--- src/rtl/alu_result_stage_if.sv ---
// ALU result stage bus: ALU capture side, writeback side and NZCV status.
// Latency: none, wiring only.
// Backpressure: in_valid/in_ready on capture, wb_valid/wb_ready on writeback.
interface alu_result_stage_if;
  // capture side, driven by the ALU and issue logic
  logic        in_valid;
  logic        in_ready;
  logic [3:0]  opcode;
  logic [3:0]  rd;
  logic        set_flags;
  logic [31:0] alu_result;
  logic        alu_n;
  logic        alu_v;
  logic        alu_c;
  logic        alu_z;
  logic        flag_clr;
  // writeback side
  logic        wb_valid;
  logic        wb_ready;
  logic [31:0] wb_data;
  logic [3:0]  wb_rd;
  logic        wb_we;
  // architectural status
  logic        flag_n;
  logic        flag_z;
  logic        flag_c;
  logic        flag_v;

  modport master (
    output in_valid, opcode, rd, set_flags, alu_result,
    output alu_n, alu_v, alu_c, alu_z, flag_clr, wb_ready,
    input  in_ready, wb_valid, wb_data, wb_rd, wb_we,
    input  flag_n, flag_z, flag_c, flag_v
  );

  modport slave (
    input  in_valid, opcode, rd, set_flags, alu_result,
    input  alu_n, alu_v, alu_c, alu_z, flag_clr, wb_ready,
    output in_ready, wb_valid, wb_data, wb_rd, wb_we,
    output flag_n, flag_z, flag_c, flag_v
  );
endinterface

--- src/rtl/alu_result_stage.sv ---
// ALU result stage: buffers ALU results toward writeback and keeps NZCV (build option ALU_RESULT_SKID_EN).
// Latency: 1 cycle from accept to wb_valid; flags update on the accept edge.
// Backpressure: skid build has a DEPTH-entry FIFO with registered in_ready; default build is one entry with in_ready = !wb_valid || wb_ready.
module alu_result_stage #(
  parameter int DEPTH = 2
) (
  input logic               clk,
  input logic               rst_n,
  alu_result_stage_if.slave bus
);

  typedef struct packed {
    logic [31:0] data;
    logic [3:0]  rd;
    logic        we;
  } wb_ent_t;

  logic    op_we;
  wb_ent_t in_ent;
  logic    in_rdy;
  logic    accept;
  logic    deliver;
  logic    head_vld;
  wb_ent_t head_ent;
  logic [3:0] nzcv_q;
  logic [3:0] nzcv_d;

  // Decode which opcodes actually write the register file; NOP, COMP and undefined codes ride along with we=0.
  always_comb begin
    op_we = 1'b0;
    case (bus.opcode)
      4'b0001, 4'b0010, 4'b0101, 4'b0110,
      4'b0111, 4'b1000, 4'b1001, 4'b1011: op_we = 1'b1;
      default:                            op_we = 1'b0;
    endcase
  end

  assign in_ent  = {bus.alu_result, bus.rd, op_we};
  assign accept  = bus.in_valid && in_rdy;
  assign deliver = head_vld && bus.wb_ready;

`ifdef ALU_RESULT_SKID_EN
  localparam int PTR_W = (DEPTH > 1) ? $clog2(DEPTH) : 1;
  localparam int CNT_W = $clog2(DEPTH + 1);
  localparam logic [PTR_W-1:0] PTR_LAST = PTR_W'(DEPTH - 1);
  localparam logic [CNT_W-1:0] CNT_FULL = CNT_W'(DEPTH);

  wb_ent_t          mem [DEPTH];
  logic [PTR_W-1:0] wr_ptr_q;
  logic [PTR_W-1:0] rd_ptr_q;
  logic [CNT_W-1:0] count_q;
  logic [CNT_W-1:0] count_d;
  logic             in_ready_q;
  wb_ent_t          last_q;

  function automatic logic [PTR_W-1:0] ptr_inc(input logic [PTR_W-1:0] p);
    return (p == PTR_LAST) ? '0 : p + PTR_W'(1);
  endfunction

  // Occupancy after this edge; in_ready is low when full so accept-on-full never occurs here.
  always_comb begin
    count_d = count_q;
    case ({accept, deliver})
      2'b10:   count_d = count_q + CNT_W'(1);
      2'b01:   count_d = count_q - CNT_W'(1);
      default: count_d = count_q;
    endcase
  end

  // Entry storage; contents are only observed when occupied, so no reset is needed.
  always_ff @(posedge clk) begin
    if (accept) begin
      mem[wr_ptr_q] <= in_ent;
    end
  end

  // Pointers, occupancy, registered in_ready, and the last delivered entry for the idle wb_* hold.
  always_ff @(posedge clk or negedge rst_n) begin
    if (!rst_n) begin
      wr_ptr_q   <= '0;
      rd_ptr_q   <= '0;
      count_q    <= '0;
      in_ready_q <= 1'b1;
      last_q     <= '0;
    end else begin
      if (accept) begin
        wr_ptr_q <= ptr_inc(wr_ptr_q);
      end
      if (deliver) begin
        rd_ptr_q <= ptr_inc(rd_ptr_q);
        last_q   <= mem[rd_ptr_q];
      end
      count_q    <= count_d;
      in_ready_q <= (count_d < CNT_FULL);
    end
  end

  assign in_rdy   = in_ready_q;
  assign head_vld = (count_q != '0);
  assign head_ent = head_vld ? mem[rd_ptr_q] : last_q;
`else
  logic    vld_q;
  wb_ent_t ent_q;

  // Single holding register; a new accept may replace the head in the same cycle it is delivered.
  always_ff @(posedge clk or negedge rst_n) begin
    if (!rst_n) begin
      vld_q <= 1'b0;
      ent_q <= '0;
    end else if (accept) begin
      vld_q <= 1'b1;
      ent_q <= in_ent;
    end else if (deliver) begin
      vld_q <= 1'b0;
    end
  end

  assign in_rdy   = !vld_q || bus.wb_ready;
  assign head_vld = vld_q;
  assign head_ent = ent_q;
`endif

  // Next NZCV: clear first, then the accepted flag-setting op overwrites the fields it owns.
  always_comb begin
    nzcv_d = nzcv_q;
    if (bus.flag_clr) begin
      nzcv_d = 4'b0000;
    end
    if (accept && bus.set_flags) begin
      case (bus.opcode)
        4'b0001, 4'b0010: begin
          nzcv_d[3] = bus.alu_n;
          nzcv_d[2] = (bus.alu_result == 32'd0);
          nzcv_d[1] = bus.alu_c;
          nzcv_d[0] = bus.alu_v;
        end
        4'b0011: nzcv_d[2] = bus.alu_z;
        default: begin
        end
      endcase
    end
  end

  // Architectural status register, independent of writeback back-pressure.
  always_ff @(posedge clk or negedge rst_n) begin
    if (!rst_n) begin
      nzcv_q <= 4'b0000;
    end else begin
      nzcv_q <= nzcv_d;
    end
  end

  assign bus.in_ready = in_rdy;
  assign bus.wb_valid = head_vld;
  assign bus.wb_data  = head_ent.data;
  assign bus.wb_rd    = head_ent.rd;
  assign bus.wb_we    = head_ent.we;
  assign bus.flag_n   = nzcv_q[3];
  assign bus.flag_z   = nzcv_q[2];
  assign bus.flag_c   = nzcv_q[1];
  assign bus.flag_v   = nzcv_q[0];

endmodule

--- src/flat_wrapper.sv ---
// flat-port wrapper written by rule: the top's interface ports become plain ports
module alu_result_stage_flat 
#(
  parameter int DEPTH = 2
)
  (clk, rst_n, bus_in_valid, bus_opcode, bus_rd, bus_set_flags, bus_alu_result, bus_alu_n, bus_alu_v, bus_alu_c, bus_alu_z, bus_flag_clr, bus_wb_ready, bus_in_ready, bus_wb_valid, bus_wb_data, bus_wb_rd, bus_wb_we, bus_flag_n, bus_flag_z, bus_flag_c, bus_flag_v);
  alu_result_stage_if bus_i ();
  input logic clk;
  input logic rst_n;
  input wire logic [$bits(bus_i.in_valid)-1:0] bus_in_valid;
  input wire logic [$bits(bus_i.opcode)-1:0] bus_opcode;
  input wire logic [$bits(bus_i.rd)-1:0] bus_rd;
  input wire logic [$bits(bus_i.set_flags)-1:0] bus_set_flags;
  input wire logic [$bits(bus_i.alu_result)-1:0] bus_alu_result;
  input wire logic [$bits(bus_i.alu_n)-1:0] bus_alu_n;
  input wire logic [$bits(bus_i.alu_v)-1:0] bus_alu_v;
  input wire logic [$bits(bus_i.alu_c)-1:0] bus_alu_c;
  input wire logic [$bits(bus_i.alu_z)-1:0] bus_alu_z;
  input wire logic [$bits(bus_i.flag_clr)-1:0] bus_flag_clr;
  input wire logic [$bits(bus_i.wb_ready)-1:0] bus_wb_ready;
  output wire logic [$bits(bus_i.in_ready)-1:0] bus_in_ready;
  output wire logic [$bits(bus_i.wb_valid)-1:0] bus_wb_valid;
  output wire logic [$bits(bus_i.wb_data)-1:0] bus_wb_data;
  output wire logic [$bits(bus_i.wb_rd)-1:0] bus_wb_rd;
  output wire logic [$bits(bus_i.wb_we)-1:0] bus_wb_we;
  output wire logic [$bits(bus_i.flag_n)-1:0] bus_flag_n;
  output wire logic [$bits(bus_i.flag_z)-1:0] bus_flag_z;
  output wire logic [$bits(bus_i.flag_c)-1:0] bus_flag_c;
  output wire logic [$bits(bus_i.flag_v)-1:0] bus_flag_v;
  assign bus_i.in_valid = bus_in_valid;
  assign bus_i.opcode = bus_opcode;
  assign bus_i.rd = bus_rd;
  assign bus_i.set_flags = bus_set_flags;
  assign bus_i.alu_result = bus_alu_result;
  assign bus_i.alu_n = bus_alu_n;
  assign bus_i.alu_v = bus_alu_v;
  assign bus_i.alu_c = bus_alu_c;
  assign bus_i.alu_z = bus_alu_z;
  assign bus_i.flag_clr = bus_flag_clr;
  assign bus_i.wb_ready = bus_wb_ready;
  assign bus_in_ready = bus_i.in_ready;
  assign bus_wb_valid = bus_i.wb_valid;
  assign bus_wb_data = bus_i.wb_data;
  assign bus_wb_rd = bus_i.wb_rd;
  assign bus_wb_we = bus_i.wb_we;
  assign bus_flag_n = bus_i.flag_n;
  assign bus_flag_z = bus_i.flag_z;
  assign bus_flag_c = bus_i.flag_c;
  assign bus_flag_v = bus_i.flag_v;
  alu_result_stage #(.DEPTH(DEPTH)) u_core (.clk(clk), .rst_n(rst_n), .bus(bus_i));
endmodule
--- config.mk ---
export PLATFORM = sky130hd
export DESIGN_NAME = alu_result_stage_flat
export DESIGN_NICKNAME = d
export VERILOG_FILES = /design/src/rtl/alu_result_stage_if.sv /design/src/rtl/alu_result_stage.sv /design/src/flat_wrapper.sv
export SDC_FILE = /design/constraint.sdc
export NUM_CORES = 1
export LEC_CHECK = 0
export ABC_AREA = 1
export CAP_MARGIN = 40
export CORE_MARGIN = 2
export CORE_UTILIZATION = 30
export DETAILED_ROUTE_END_ITERATION = 16
export HOLD_SLACK_MARGIN = 0.08
export MAX_ROUTING_LAYER = met4
export SYNTH_ARGS = -nofsm -noshare
export SYNTH_HDL_FRONTEND = slang
export SYNTH_SLANG_ARGS = --single-unit
--- constraint.sdc ---
create_clock -name clk -period 1.6 [get_ports clk]
set_clock_uncertainty 0.05 [all_clocks]
set_input_delay 0.48 -clock clk [delete_from_list [all_inputs] [get_ports clk]]
set_output_delay 0.48 -clock clk [all_outputs]
set_load 0.005 [all_outputs]
==> results of run 1 <==
per-stage QoR:
stage,setup TNS [ps],cell area [µm²]
2_1_floorplan,0,1860
3_3_place_gp,-8410,2970
3_5_place_dp,-9270,2970
4_1_cts,0,3050
5_1_grt,0,3060
6_report,0,3060
worst max-delay path by stage:
stage                     cells after the start          endpoint                 from  slack (ps)
after floorplan                               7  u_core.nzcv_q[2]        bus_opcode[0]         230
after detailed placement                      4      bus_in_ready         bus_wb_ready        -490
after global placement                        4      bus_in_ready         bus_wb_ready        -470
after CTS                                     3      bus_in_ready  u_core.bus.wb_valid          30
after global routing                          3      bus_in_ready  u_core.bus.wb_valid          30
final                                         3      bus_in_ready  u_core.bus.wb_valid          60
timing repair:
item,in CTS,in global routing
gates resized for setup,50,5
pin swaps,2,1
setup endpoints to repair,47,5
cloned,0,0
endpoints found under the hold margin,0,0
buffers inserted,6,1
worst max-delay path, cell delays in order (launching register included):
cell	delay [ps]
dfrtp_1	400
buf_4	160
nand2_2	60
buf_2	100
per-layer routing:
metal	part of all wire	vias to the layer above
met5	0	-
met4	0.011	0
met3	0.073	5
met2	0.46	57
met1	0.46	772
li1	-	901
cell usage in the layout, fill, tap and decap left out, types with 2 or more instances in the layout:
cell             synthesis  layout
buf_12                   0       4
buf_2                    4       2
buf_4                    0      16
clkbuf_8                 0       6
clkdlybuf4s50_1          0      45
dfrtp_1                 42      42
dlygate4sd2_1            0      43
dlymetal6s2s_1           0       2
ha_1                     5       5
inv_1                   17      15
inv_2                    1       3
nand2_1                103     102
nand3_1                  7       6
nor2_1                  18      18
o21ai_0                 18      17
logic make-up (layout without fill, tap and decap cells):
| family | Yosys count | after routing |
|---|---|---|
| simple gates | 130 | 130 |
| flops | 42 | 42 |
| buf+inv | 25 | 136 |
| compound gates | 21 | 21 |
| fa+ha+maj | 5 | 5 |
power by group through the flow:
| stage | Sequential (mW) | Clock, mW | Combinational, mW |
|---|---|---|---|
| 5_1_grt | 1.26 | 0.720 | 0.673 |
| 3_3_place_gp | 1.27 | 0 | 0.669 |
| 3_5_place_dp | 1.27 | 0 | 0.673 |
| 6_report | 1.25 | 0.672 | 0.594 |
| 4_1_cts | 1.25 | 0.697 | 0.607 |
| 2_1_floorplan | 1.28 | 0 | 0.170 |
final cells by class:
cell class | instances | area [µm²]
fillers | 617 | 2900
well taps | 75 | 93.8
flip-flops and latches | 42 | 1050
multi-input cells | 156 | 703
clock buffers | 6 | 82.6
inverters | 18 | 67.6
repair buffers | 112 | 1060
registers in the layout, indices dropped and copies added (netlist names):
| signal | cells |
|---|---|
| u_core.nzcv_q | 4 |
| u_core.bus.wb_rd | 4 |
| u_core.bus.wb_we | 1 |
| u_core.bus.wb_valid | 1 |
| u_core.bus.wb_data | 32 |
==> results.toml, run 1 <==
[outcome]
outcome = "completed"

[finish]
instances_no_fill = 409
drive_gt1_frac = 0.108
final_core_util = 0.514
nets = 390
area_delta_synth_final_pct = 64.8
diodes = 0

[power]
finalPower_mw = 2.51
clkPwrFrac = 0.267
p_leak_nw = 1.61
internal-power_mw = 1.86
swShare = 0.258
powerDensity_mw_per_mm2 = 821
pwr-share-comb = 0.237
sequentialPowerShare = 0.496
switchingPower_uw = 647
ir_drop_mv = 0.332

[sta]
slew_violations = 0
whs_ps = 107
min_period_over_period = 0.961
relSlewSlack = 0.848
worstMarginPinSlew_ps = 228
rsz0062_at_grt = "no"
hold_viol_final = 0
fmax_mhz = 650
setup_viol = 0
setup_slack_ps = 61.9
period_needed_ps = 1540

[synth]
synth_top_family_by_area = "simple AND/OR/NAND/NOR gates"
synthFlopType = "dfrtp_1"
synth_edf_count = 0
syn_avg_cell_area_um2 = 8.33
synth_seq_cells = 42
synthTopCellsByCount = "nand2_1 (103), dfrtp_1 (42), nor2_1 (18), o21ai_0 (18), inv_1 (17)"
synth.net_count = 278
syn_area_mm2 = 0.00186
async_reset_ff_frac = 1.00
yosysMostFrequentCell = "nand2_1"
synthSimpleGateAreaFrac = 0.274
synth_top_area_share = 0.566
netlist_top_cells_area = "dfrtp_1 (57%), nand2_1 (21%), o21ai_0 (4.9%)"
synthMuxAreaShare = 0
synth-xor-area-share = 0
ys_types = 16
synth-seq-area-share = 0.566
yosys.area.top_type = "dfrtp_1"
synth_cells = 223
synth_compound_area_frac = 0.0654
yosysWarnings = 0
synth_fa_ha_area_frac = 0.0337

[detailed_routing]
vias = 1735
drt_iter0_markers = 44
routed_via_density = 4.24
detail-route-antenna-nets = 0
wire_per_inst_um = 11.4
drt_first_pass_iters = 4
drc = 0
wl_mm = 4.67

[global_route]
grt_max_degree = 43
grt_use_total = 0.153
grt-ovfl-total = 0
grt_pass1_wl_mm = 7.65
grt_use_met2 = 0.248
met1_usage = 0.182
grt_pass1_vias = 1722
grt_antenna_before_repair = 0
gr-usage-met3 = 0.0500
top_usage_layer = "met2"

[worst_setup_path]
worstPathArrival_ps = 1010
critPathCaptureType = "output port"
worstPathMaxFanout = 2
rrSetupSlack_ps = 230
crit-reg2reg-launch = "u_core.bus.wb_valid"
start_kind = "flop"
reg2regPathDepth = 8
required_ps = 1070
path_class = "flop to output port"
r2r-end = "u_core.nzcv_q[2]"

[clock_tree]
root_buffer = "clkbuf_8"
clkTransAtPathRegs_ps = 80
worst_skew_pair.late_latency_ps = 290
cts.hold.buffers_added = 0
cts_tree = "yes"
htreeDepth = 2
cts_inserted_buffers = 5
cts_buffer_depth = 2
cts.sinks = 42

[place]
pre_cts_ws_ps = -489
dpl.hpwl_mm = 3.47
portBuffers = 92
dp.cells = 396
gp_congestion = 0.724

[run]
max_cap_violations = 0

[floorplanning]
std_cell_rows = 28
io_pins = 93
start_util = 0.312
coreArea_mm2 = 0.00596
die_w_um = 82.7
dieArea_mm2 = 0.00683
die_h_um = 82.7

[worst_hold_path]
hp-class = "primary input to asynchronous set/reset pin"
No activity file was read; power rests on OpenSTA's default activity.
==> inputs of run 2 (changes only) <==
Settings changed: GPL_ROUTABILITY_DRIVEN set to 0.
==> results of run 2 <==
Final layout, timing and power as in run 1 (identical DEF).
==> inputs of run 3 (changes only) <==
Settings changed: CAP_MARGIN 40 to unset.
Clock period 1.6 ns to 1.9 ns, I/O delays scaled along.
==> results.toml, run 3 (synthesis results as in run 1) <==
[outcome]
outcome = "completed"

[global_route]
grt_max_degree = 27
grt_pass1_wl_mm = 7.59
gr-usage-met3 = 0.0380
grt-ovfl-total = 0
met1_usage = 0.197
grt_use_total = 0.150
grt_use_met2 = 0.228
grt_pass1_vias = 1668
grt_antenna_before_repair = 0
top_usage_layer = "met2"

[detailed_routing]
drt_iter0_markers = 79
wire_per_inst_um = 11.5
routed_via_density = 4.33
drt_first_pass_iters = 4
wl_mm = 4.65
detail-route-antenna-nets = 0
drc = 0
vias = 1750

[worst_setup_path]
critPathCaptureType = "output port"
slowest_stage = "clkdlybuf4s50_1"
crit_path_start = "u_core.bus.wb_valid"
max_stage_delay_ps = 520
worst-path-buf-inv = 1
worstPathMaxFanout = 3
crit_chain = "clkdlybuf4s50_1"
required_ps = 1280
worstPathArrival_ps = 1200
path_class = "flop to output port"
crit_family = "buffers and inverters"
start_kind = "flop"
crit-reg2reg-launch = "u_core.bus.wb_valid"

[finish]
regArea_mm2 = 0.00105
area_delta_synth_final_pct = 65.2
nets = 384
drive_gt1_frac = 0.0881
multi_input_area_um2 = 709
final_core_util = 0.515
largest_register_ffs = 32
mostFrequentLayoutCells = "nand2_1 (102), clkdlybuf4s50_1 (89), dfrtp_1 (41), nor2_1 (17), o21ai_0 (17)"
diodes = 0
fillers = 612
layout_commonest_cell = "nand2_1"

[place]
dpl.hpwl_mm = 3.51
portBuffers = 92

[floorplanning]
io_pins = 93
std_cell_rows = 28
dieArea_mm2 = 0.00683
die_w_um = 82.7
die_h_um = 82.7
coreArea_mm2 = 0.00596
start_util = 0.312

[sta]
period_needed_ps = 1820
min_period_over_period = 0.960
hold_viol_final = 0
fmax_mhz = 548
setup_viol = 0
relSlewSlack = 0.714
worstMarginPinSlew_ps = 430
slew_violations = 0
rsz0062_at_grt = "no"

[clock_tree]
cts.sinks = 42
htreeDepth = 2
clkTransAtPathRegs_ps = 70
cts_inserted_buffers = 5
worst_skew_pair.late_latency_ps = 280
root_buffer = "clkbuf_8"
cts_tree = "yes"
cts.hold.buffers_added = 0
cts_buffer_depth = 2

[run]
max_cap_violations = 0

[power]
powerDensity_mw_per_mm2 = 698
ir_drop_mv = 0.321
p_leak_nw = 1.46
finalPower_mw = 2.14

[worst_hold_path]
hp-class = "primary input to asynchronous set/reset pin"
==> run 3: final cells by class <==
| type | instances | area share |
|---|---|---|
| well taps | 75 | 0.0306 |
| repair buffers | 106 | 0.348 |
| flip-flops and latches | 42 | 0.343 |
| multi-input cells | 156 | 0.231 |
| inverters | 18 | 0.0220 |
| clock buffers | 7 | 0.0249 |
==> run 3: worst paths after layout <==
| kind | endpoint | slack (ps) | depth (start not counted) |
|---|---|---|---|
| max reg2reg | u_core.nzcv_q[2] | 370 | 10 |
| min reg2reg | u_core.bus.wb_data[24] | 420 | 2 |
| min in group clk | u_core.bus.wb_data[24] | 420 | 2 |
| max in group asynchronous | u_core.bus.wb_data[17] | 1150 | 2 |
| min | u_core.bus.wb_rd[0] | 170 | 1 |
| max | bus_wb_valid | 80 | 1 |
==> run 3: worst register-to-register path, delay by kind of cell (launching register included) <==
kind	cells	cell delay, ps
buffers and inverters	4	390
and+or+nand+nor	6	550
DFF	1	440
==> run 3: timing repair <==
action | 4_1_cts | 5_1_grt
gates resized for setup | 4 | 8
setup endpoints to repair | 1 | 6
pin swaps | 0 | 1
buffers inserted | 3 | 1
hold endpoints to repair | 0 | 0
==> run 3: per-stage QoR <==
stage / worst slack [ps] / instances / area [µm²] / hold slack, ps / setup TNS (ps)
finish: 75.3 / 404 / 3070 / 170 / 0
global route: 25.0 / 404 / 3070 / 182 / 0
CTS: -20.8 / 403 / 3040 / 172 / -20.8
detailed placement: -361 / 393 / 2950 / 407 / -1190
global placement: -348 / 393 / 2950 / 404 / -901
floorplan: 444 / 223 / 1860 / 224 / 0
==> run 3: power breakdown <==
part | internal (mW) | switching (mW)
Clock | 0.253 | 0.271
Combinational | 0.354 | 0.207
Sequential | 1.00 | 0.0566
==> run 3: routing by layer <==
metal	vias up	routed length, µm
li1	893	-
met1	801	2180
met2	54	2120
met3	2	334
met4	0	15
met5	-	0
